`src/rtl/cell_ctrl_pkg.sv`:
```
// Shared types for the two-bank cell cache scheduler: bank states,
// writer/reader FSM encodings and the default frame size.
package cell_ctrl_pkg;

  localparam int CELL_NUM_DEF = 1200;

  typedef enum logic [1:0] {
    BANK_EMPTY    = 2'd0,
    BANK_FILLING  = 2'd1,
    BANK_FULL     = 2'd2,
    BANK_DRAINING = 2'd3
  } bank_st_e;

  typedef enum logic [1:0] {
    W_IDLE = 2'd0,
    W_REQ  = 2'd1,
    W_BUSY = 2'd2
  } wr_st_e;

  typedef enum logic [1:0] {
    R_IDLE  = 2'd0,
    R_START = 2'd1,
    R_DRAIN = 2'd2
  } rd_st_e;

  // A bank holds valid frame data while it is FULL or being drained.
  function automatic logic bank_has_data(input bank_st_e s);
    return (s == BANK_FULL) || (s == BANK_DRAINING);
  endfunction

endpackage

```
`src/rtl/cell_bank_state.sv`:
```
// Per-bank state holder. Each event is only honoured from the state that
// precedes it in the EMPTY -> FILLING -> FULL -> DRAINING -> EMPTY ring.
module cell_bank_state
  import cell_ctrl_pkg::*;
(
  input  logic     clk,
  input  logic     rst_n,
  input  logic     fill,
  input  logic     full,
  input  logic     drain,
  input  logic     free,
  output bank_st_e state
);

  bank_st_e state_next;

  // Advance around the bank ring on the matching event.
  always_comb begin
    state_next = state;
    case (state)
      BANK_EMPTY:    if (fill)  state_next = BANK_FILLING;
      BANK_FILLING:  if (full)  state_next = BANK_FULL;
      BANK_FULL:     if (drain) state_next = BANK_DRAINING;
      BANK_DRAINING: if (free)  state_next = BANK_EMPTY;
    endcase
  end

  // State register.
  always_ff @(posedge clk or negedge rst_n) begin
    if (!rst_n) state <= BANK_EMPTY;
    else        state <= state_next;
  end

endmodule

```
`src/rtl/cell_bank_ctrl.sv`:
```
// Ping-pong scheduler for the two-bank cell cache. The writer FSM hands the
// frame-fetch writer an empty bank; the reader FSM pulses the cell-fetch start
// for the next full bank and frees it after CELL_NUM forward handshakes.
// Banks are used strictly in order 0,1,0,1...
// Optional macro CELL_BANK_CTRL_PERF_EN adds frame_cnt_o / stall_cnt_o.
module cell_bank_ctrl
  import cell_ctrl_pkg::*;
#(
  parameter int CELL_NUM = CELL_NUM_DEF
`ifdef CELL_BANK_CTRL_PERF_EN
  , parameter int FRAME_CNT_W = 16
`endif
) (
  input  logic       clk,
  input  logic       rst_n,
  input  logic       ctrl_en_i,
  output logic       wr_req_o,
  output logic       wr_bank_o,
  input  logic       wr_ack_i,
  input  logic       wr_done_i,
  output logic       fetch_start_o,
  output logic       rd_bank_o,
  input  logic       fwd_cell_valid_i,
  input  logic       fwd_cell_ready_i,
  output logic [1:0] bank_full_o,
  output logic       busy_o,
  output logic       err_o
`ifdef CELL_BANK_CTRL_PERF_EN
  , output logic [FRAME_CNT_W-1:0] frame_cnt_o
  , output logic [FRAME_CNT_W-1:0] stall_cnt_o
`endif
);

  localparam int CNT_W = (CELL_NUM > 1) ? $clog2(CELL_NUM) : 1;
  localparam logic [CNT_W-1:0] CNT_LAST = CNT_W'(CELL_NUM - 1);

  wr_st_e           w_state, w_next;
  rd_st_e           r_state, r_next;
  logic             wr_bank, wr_bank_next;
  logic             rd_bank, rd_bank_next;
  logic [CNT_W-1:0] cnt, cnt_next;
  logic [1:0]       fill_ev, full_ev, drain_ev, free_ev;
  bank_st_e         bank_st [2];
  logic             hs;
  logic             drain_done;
  logic             err_q, err_now;

  assign hs = fwd_cell_valid_i & fwd_cell_ready_i;

  for (genvar i = 0; i < 2; i++) begin : g_bank
    cell_bank_state u_bank (
      .clk   (clk),
      .rst_n (rst_n),
      .fill  (fill_ev[i]),
      .full  (full_ev[i]),
      .drain (drain_ev[i]),
      .free  (free_ev[i]),
      .state (bank_st[i])
    );
  end

  // Writer FSM: claim the next bank when empty, hold the request until ack,
  // then wait for the frame-done pulse.
  always_comb begin
    w_next       = w_state;
    wr_bank_next = wr_bank;
    fill_ev      = '0;
    full_ev      = '0;
    case (w_state)
      W_IDLE: begin
        if (ctrl_en_i && (bank_st[wr_bank] == BANK_EMPTY)) begin
          w_next           = W_REQ;
          fill_ev[wr_bank] = 1'b1;
        end
      end
      W_REQ: begin
        if (wr_ack_i) w_next = W_BUSY;
      end
      W_BUSY: begin
        if (wr_done_i) begin
          w_next           = W_IDLE;
          full_ev[wr_bank] = 1'b1;
          wr_bank_next     = ~wr_bank;
        end
      end
      default: w_next = W_IDLE;
    endcase
  end

  // Reader FSM: start a drain on the next full bank, count handshakes and
  // free the bank on the last one.
  always_comb begin
    r_next       = r_state;
    rd_bank_next = rd_bank;
    cnt_next     = cnt;
    drain_ev     = '0;
    free_ev      = '0;
    drain_done   = 1'b0;
    case (r_state)
      R_IDLE: begin
        if (bank_st[rd_bank] == BANK_FULL) begin
          r_next            = R_START;
          drain_ev[rd_bank] = 1'b1;
        end
      end
      R_START: begin
        cnt_next = '0;
        r_next   = R_DRAIN;
      end
      R_DRAIN: begin
        if (hs) begin
          if (cnt == CNT_LAST) begin
            cnt_next         = '0;
            free_ev[rd_bank] = 1'b1;
            rd_bank_next     = ~rd_bank;
            drain_done       = 1'b1;
            r_next           = R_IDLE;
          end else begin
            cnt_next = cnt + 1'b1;
          end
        end
      end
      default: r_next = R_IDLE;
    endcase
  end

  // Protocol violations are flagged but otherwise have no effect.
  assign err_now = (wr_done_i && (w_state != W_BUSY)) ||
                   (wr_ack_i  && (w_state != W_REQ))  ||
                   (hs        && (r_state != R_DRAIN));

  // FSM state, bank pointers, drain counter and sticky error flag.
  always_ff @(posedge clk or negedge rst_n) begin
    if (!rst_n) begin
      w_state <= W_IDLE;
      r_state <= R_IDLE;
      wr_bank <= 1'b0;
      rd_bank <= 1'b0;
      cnt     <= '0;
      err_q   <= 1'b0;
    end else begin
      w_state <= w_next;
      r_state <= r_next;
      wr_bank <= wr_bank_next;
      rd_bank <= rd_bank_next;
      cnt     <= cnt_next;
      err_q   <= err_q | err_now;
    end
  end

  assign wr_req_o      = (w_state == W_REQ);
  assign fetch_start_o = (r_state == R_START);
  assign wr_bank_o     = wr_bank;
  assign rd_bank_o     = rd_bank;
  assign bank_full_o   = {bank_has_data(bank_st[1]), bank_has_data(bank_st[0])};
  assign busy_o        = (bank_st[0] != BANK_EMPTY) || (bank_st[1] != BANK_EMPTY) ||
                         (w_state != W_IDLE) || (r_state != R_IDLE);
  assign err_o         = err_q;

`ifdef CELL_BANK_CTRL_PERF_EN
  logic stall;
  assign stall = (w_state == W_IDLE) && ctrl_en_i && (bank_st[wr_bank] != BANK_EMPTY);

  // Completed-drain counter wraps; writer-stall counter saturates.
  always_ff @(posedge clk or negedge rst_n) begin
    if (!rst_n) begin
      frame_cnt_o <= '0;
      stall_cnt_o <= '0;
    end else begin
      if (drain_done)                 frame_cnt_o <= frame_cnt_o + 1'b1;
      if (stall && !(&stall_cnt_o))   stall_cnt_o <= stall_cnt_o + 1'b1;
    end
  end
`endif

endmodule

```
`config.mk`:
```
export PLATFORM = sky130hd
export DESIGN_NAME = cell_bank_ctrl
export DESIGN_NICKNAME = d
export VERILOG_FILES = /design/src/rtl/cell_ctrl_pkg.sv /design/src/rtl/cell_bank_state.sv /design/src/rtl/cell_bank_ctrl.sv
export SDC_FILE = /design/constraint.sdc
export NUM_CORES = 1
export LEC_CHECK = 0
export ABC_AREA = 1
export CORE_ASPECT_RATIO = 1.2
export CORE_MARGIN = 2
export CORE_UTILIZATION = 45
export CTS_CLUSTER_DIAMETER = 200
export DETAILED_ROUTE_END_ITERATION = 6
export PLACE_DENSITY = 0.76
export SLEW_MARGIN = 40
export SYNTH_ARGS = -nofsm -noshare
export SYNTH_HDL_FRONTEND = slang
export SYNTH_SLANG_ARGS = --single-unit
```
`constraint.sdc`:
```
create_clock -name clk -period 3.6 [get_ports clk]
set_clock_uncertainty 0.2 [all_clocks]
set_input_delay 0.72 -clock clk [delete_from_list [all_inputs] [get_ports clk]]
set_output_delay 0.72 -clock clk [all_outputs]
set_load 0.02 [all_outputs]
```
## Word level (Yosys, flattened, before mapping)

Cells that the tools add are included.
W data, S select, Z words.

- Add/subtract/negate cells: 1
- Magnitude comparators: 6
- Equal/unequal tests: 29
- Mux-type cells: 40
- Bitwise gates (word level): 6
- Reduce and logical (&&, ||, !) cells: 30

Operators by type and width:

| kind | count |
|---|---|
| $mux W2 | 29 |
| $ne A2 B2 Y1 const B | 15 |
| $mux W11 | 2 |
| $pmux W11 S2 | 1 |
| $pmux W2 S4 | 2 |
| $eq A2 B2 Y1 const B | 7 |
| $pmux W2 S3 | 2 |
| $add A11 B1 Y11 const B | 1 |
| $eq A11 B11 Y1 const B | 1 |
| $logic_not A2 Y1 | 5 |
| $reduce_bool A2 Y1 | 5 |
| $reduce_and A3 Y1 | 3 |
| $eq A2 B1 Y1 const B | 4 |
| $reduce_and A4 Y1 | 2 |
| $logic_or A1 B1 Y1 | 7 |
| $logic_and A1 B1 Y1 | 6 |
| $ge A2 B2 Y1 const B | 2 |
| $lt A1 B2 Y1 const B | 2 |
| $ne A2 B1 Y1 const B | 2 |
| $not A1 Y2 | 2 |
| $reduce_and A2 Y1 | 2 |
| $demux W1 S1 | 2 |
| $ge A1 B1 Y1 const B | 2 |
| $mux W1 | 2 |
| other kinds (3) | 4 |

- Flip-flop bits (word level): 22
- Bits of input ports: 7
- Output and inout port bits: 8

## Longest topological paths before layout

- Depth after elaboration: 10
- Depth in mapped cells: 10
- Gate-level depth less buffers: 10

## By module

A second synthesis with hierarchy kept.

- Cell total of the unflattened synthesis: 210
- Area total of the unflattened synthesis: 1579.0 um^2

By module, submodules not included:

| module | times used | cells each | area each (um^2) |
|---|---|---|---|
| cell_bank_ctrl | 1 | 156 | 1148.6 |
| cell_bank_state | 2 | 27 | 215.2 |

## Worst setup path after synthesis

OpenSTA, ideal clock, no wires.

- Kind: register to output
- Start: register g_bank[1].u_bank.state[0]
- End: output bank_full_o[1]
- Arrival time: 1.038 ns
- Data required time: 2.680 ns
- Setup slack: 1.642 ns
- Stages on the path, launching flop included: 4
- Buffers on the path: 0
- Cells stage by stage: dfrtp_1 > inv_1 > ha_1 > or2_2

- Word-level cells in the longest chain between the ends: 2
- Elaborated cells on any way between the ends: 3

Ends and longest elaborated chain:

| item | RTL line | source |
|---|---|---|
| start: declaration | cell_bank_state.sv:12 | `output bank_st_e state` |
| start signal: assignment | cell_bank_state.sv:31 | `else state <= state_next;` |
| $eq A2 B2 Y1 | cell_ctrl_pkg.sv:28 | `return (s == BANK_FULL) \|\| (s == BANK_DRAINING);` |
| $logic_or A1 B1 Y1 * | cell_ctrl_pkg.sv:28 |  |
| end: declaration | cell_bank_ctrl.sv:25 | `output logic [1:0] bank_full_o,` |

Every way passes the cells marked *; elsewhere a longest branch is shown, timed or not.

## Worst setup path after layout

Same ends and word-level chain as after synthesis.

==> results_dict.tcl <==
set metrics [dict create \
    layoutNonFillerInstCount 239 \
    first_global_vias 1196 \
    post-route-drc-count 0 \
    finalSetupViolCount 0 \
    antenna_found_initial 0 \
    unrepaired_setup_endpoints_after_global_routing "no" \
    die_height_um 66.4 \
    worst_r2r_startpoint "cnt[0]" \
    regToRegEndpoint "cnt[10]" \
    post_drt_wl_per_cell_um 11.7 \
    min_path_cells 2 \
    netSwitchingFraction_pct 43.0 \
    fmax_ghz 0.354 \
    post-cts-setup-buffer-count 0 \
    final.fill_count 306 \
    total_leakage_power_nw 0.805 \
    internal_power_w 0.000551 \
    worst_setup_hold_path_clk_slew_ps 110 \
    globalplace.congestion 0.860 \
    antennaDiodeCount 0 \
    timing.final.crit_period_ps 2820 \
    worst_min_path_start "err_o" \
    clock_buffer_count_from_cts 3 \
    critical_path_class "register to primary output" \
    clock_tree.htree_level_count 1 \
    setup.worst_path.end_class "primary output" \
    cts-resized-gates 0 \
    synthesized_area_per_cell_um2 7.86 \
    placement_rows 22 \
    hold_buffers_post_cts 0 \
    cp_max_fo 5 \
    post-place-cells 236 \
    maxSlewViolCount 0 \
    synthTopCellsByArea "sky130_fd_sc_hd__dfrtp_1 38%, sky130_fd_sc_hd__nand2_1 10%, sky130_fd_sc_hd__ha_1 9.4%" \
    ys_seq_area_share_pct 37.7 \
    ir_drop_v 0.000350 \
    number_of_nets_in_the_synthesized_netlist 204 \
    number_of_i_o_port_buffers 14 \
    dieArea_um2 3720 \
    floorplan.initialDensity_pct 47.4 \
    worst_hold_class "register to register" \
    outcome "completed" \
    total_of_flip_flops_plus_latches_after_synthesis 22 \
    combinationalPowerShare_pct 49.3 \
    synth_edf_count 0 \
    rrSetupSlack_ps 1910 \
    multi_input_area_um2 802 \
    slew_worst_pin_ps 535 \
    worst_path_arrival_ps 1900 \
    synthArstFlopShare_pct 100 \
    power.switching_w 0.000415 \
    crit_path_start_kind "register" \
    synthMostInstantiatedCell "sky130_fd_sc_hd__nand2_1" \
    yosysUniqueCellTypes 29 \
    p_per_area_nw_per_um2 578 \
    synth_area_leader_cell "sky130_fd_sc_hd__dfrtp_1" \
    ctsRootBufferMaster "sky130_fd_sc_hd__clkbuf_4" \
    via_count 1225 \
    maxCapViolations 0 \
    synth.top_cells.by_count "40 x sky130_fd_sc_hd__nand2_1, 24 x sky130_fd_sc_hd__inv_1, 22 x sky130_fd_sc_hd__dfrtp_1" \
    dp_hpwl_um 2200 \
    area.sequential_um2 551 \
    yosys_warnings 0 \
    worstSkewPairLatency_ps 300 \
    grt.overflow.total 0 \
    synthesis.instances 186 \
    clockPowerShare_pct 11.3 \
    sinks_on_clock_net 22 \
    synth_top_flop_cell "sky130_fd_sc_hd__dfrtp_1" \
    area_growth_syn_to_layout_pct 14.2 \
    timing.hold.worst_endpoint "err_o" \
    residual_antenna_violating_net_count_after_detailed_routing 0 \
    final_net_count 223 \
    grt_pass1_wl_um 4950 \
    cts_tree "built" \
    drt_iter0_markers 21 \
    finalHoldViolCount 0 \
    yosysTopAreaCellShare_pct 37.7 \
    die_w_um 56.0 \
    core_outline_area_um2 3080 \
    syn_area_um2 1460 \
    drtPass1Iterations 4 \
    timing.max_slew.rel_slack_pct 64.3 \
    max-clock-path-buffers 2 \
    period_share_pct 78.4 \
    drive_above_1_share_pct 16.3 \
    routed_via_density 5.13 \
    wl_um 2810 \
    tns_ps 0 \
    logic_depth_of_the_worst_register_to_register_path 8 \
    worst_path_required_time_ps 2680 \
    share_seq_of_total_power_pct 39.3 \
    design.portCount 15 \
    global_route_usage_sum_pct 16.8 \
    maximum_number_of_pins_on_one_net_before_global_route_repair 23 \
]
-- final cells by class --
type,instances,area share [%]
Multi-Input combinational cell,136,48.1
Inverter,27,6.07
Sequential cell,22,33.0
Clock buffer,3,1.35
Tap cell,36,2.70
Timing Repair Buffer,15,8.85
-- through the flow --
stage | worst slack (ps) | power, W | hold WS (ps) | cell area, um2 | util (%)
floorplan | 1640 | 0.000723 | 224 | 1460 | -
global placement | 1140 | 0.000855 | 283 | 1650 | 53.4
detailed placement | 1120 | 0.000861 | 290 | 1650 | 53.4
CTS | 757 | 0.000974 | 317 | 1670 | 54.1
global route | 681 | 0.00106 | 369 | 1670 | 54.1
finish | 776 | 0.000965 | 327 | 1670 | 54.1
-- registers in the layout, indices dropped and copies added (netlist names) --
name	cells
r_state	2
rd_bank_o	1
err_o	1
w_state	2
cnt	11
wr_bank_o	1
g_bank.u_bank.state	4
-- kinds of logic (layout without fill, tap and decap cells) --
family / count (synthesis) / count (layout) / share of synthesized area (%)
AND/OR/NAND/NOR: 94 / 94 / 32.0
AO/OA/AOI/OAI: 28 / 28 / 11.6
buffers and inverters: 28 / 45 / 7.45
flip-flops: 22 / 22 / 37.7
adder cells (fa/ha/maj): 11 / 11 / 9.42
XOR/XNOR: 3 / 3 / 1.80
-- how the worst max path moves through the flow --
stage	startpoint	end	slack (ps)	cells after the start
floorplan	g_bank[1].u_bank.state[0]	bank_full_o[1]	1640	3
global placement	g_bank[1].u_bank.state[0]	bank_full_o[1]	1140	4
detailed placement	g_bank[1].u_bank.state[0]	bank_full_o[1]	1120	4
CTS	g_bank[1].u_bank.state[0]	bank_full_o[1]	760	4
global route	g_bank[1].u_bank.state[0]	bank_full_o[1]	680	4
finish	g_bank[1].u_bank.state[0]	bank_full_o[1]	780	4
-- power groups by stage --
stage / logic [W] / registers (W) / clock network [W]
after floorplan: 0.000347 / 0.000376 / 0
after global placement: 0.000472 / 0.000383 / 0
after detailed placement: 0.000477 / 0.000384 / 0
after CTS: 0.000480 / 0.000379 / 0.000115
after global routing: 0.000543 / 0.000392 / 0.000126
final: 0.000476 / 0.000380 / 0.000109
-- layer usage --
metal  vias up  share of wire, %  track usage (%)
met5         -                 0                0
met4         0              0.75             5.95
met3         4               4.0             3.33
met2        22                51             30.7
met1       560                44             19.4
li1        639                 -                -
-- worst max-delay path, cell delays in order, from the launching register on --
cell	delay, ps
sky130_fd_sc_hd__dfrtp_1	430
sky130_fd_sc_hd__inv_1	120
sky130_fd_sc_hd__ha_1	230
sky130_fd_sc_hd__or2_2	290
sky130_fd_sc_hd__clkdlybuf4s50_1	530
-- cells in the final DEF (no fill, tap or decap), types with 4 or more instances in the layout --
cell	Yosys	routed
sky130_fd_sc_hd__inv_1	24	24
sky130_fd_sc_hd__nand2_1	40	40
sky130_fd_sc_hd__nand2_2	8	8
sky130_fd_sc_hd__dfrtp_1	22	22
sky130_fd_sc_hd__ha_1	11	11
sky130_fd_sc_hd__clkdlybuf4s50_1	0	14
sky130_fd_sc_hd__o21ai_0	6	6
sky130_fd_sc_hd__nand3_1	11	11
sky130_fd_sc_hd__or2_2	4	4
sky130_fd_sc_hd__o21ai_1	6	6
sky130_fd_sc_hd__a21oi_1	6	6
sky130_fd_sc_hd__nand4_1	5	5
sky130_fd_sc_hd__nor2_1	13	13
sky130_fd_sc_hd__nor2_2	5	5
Power figures use the tool's default switching activity.
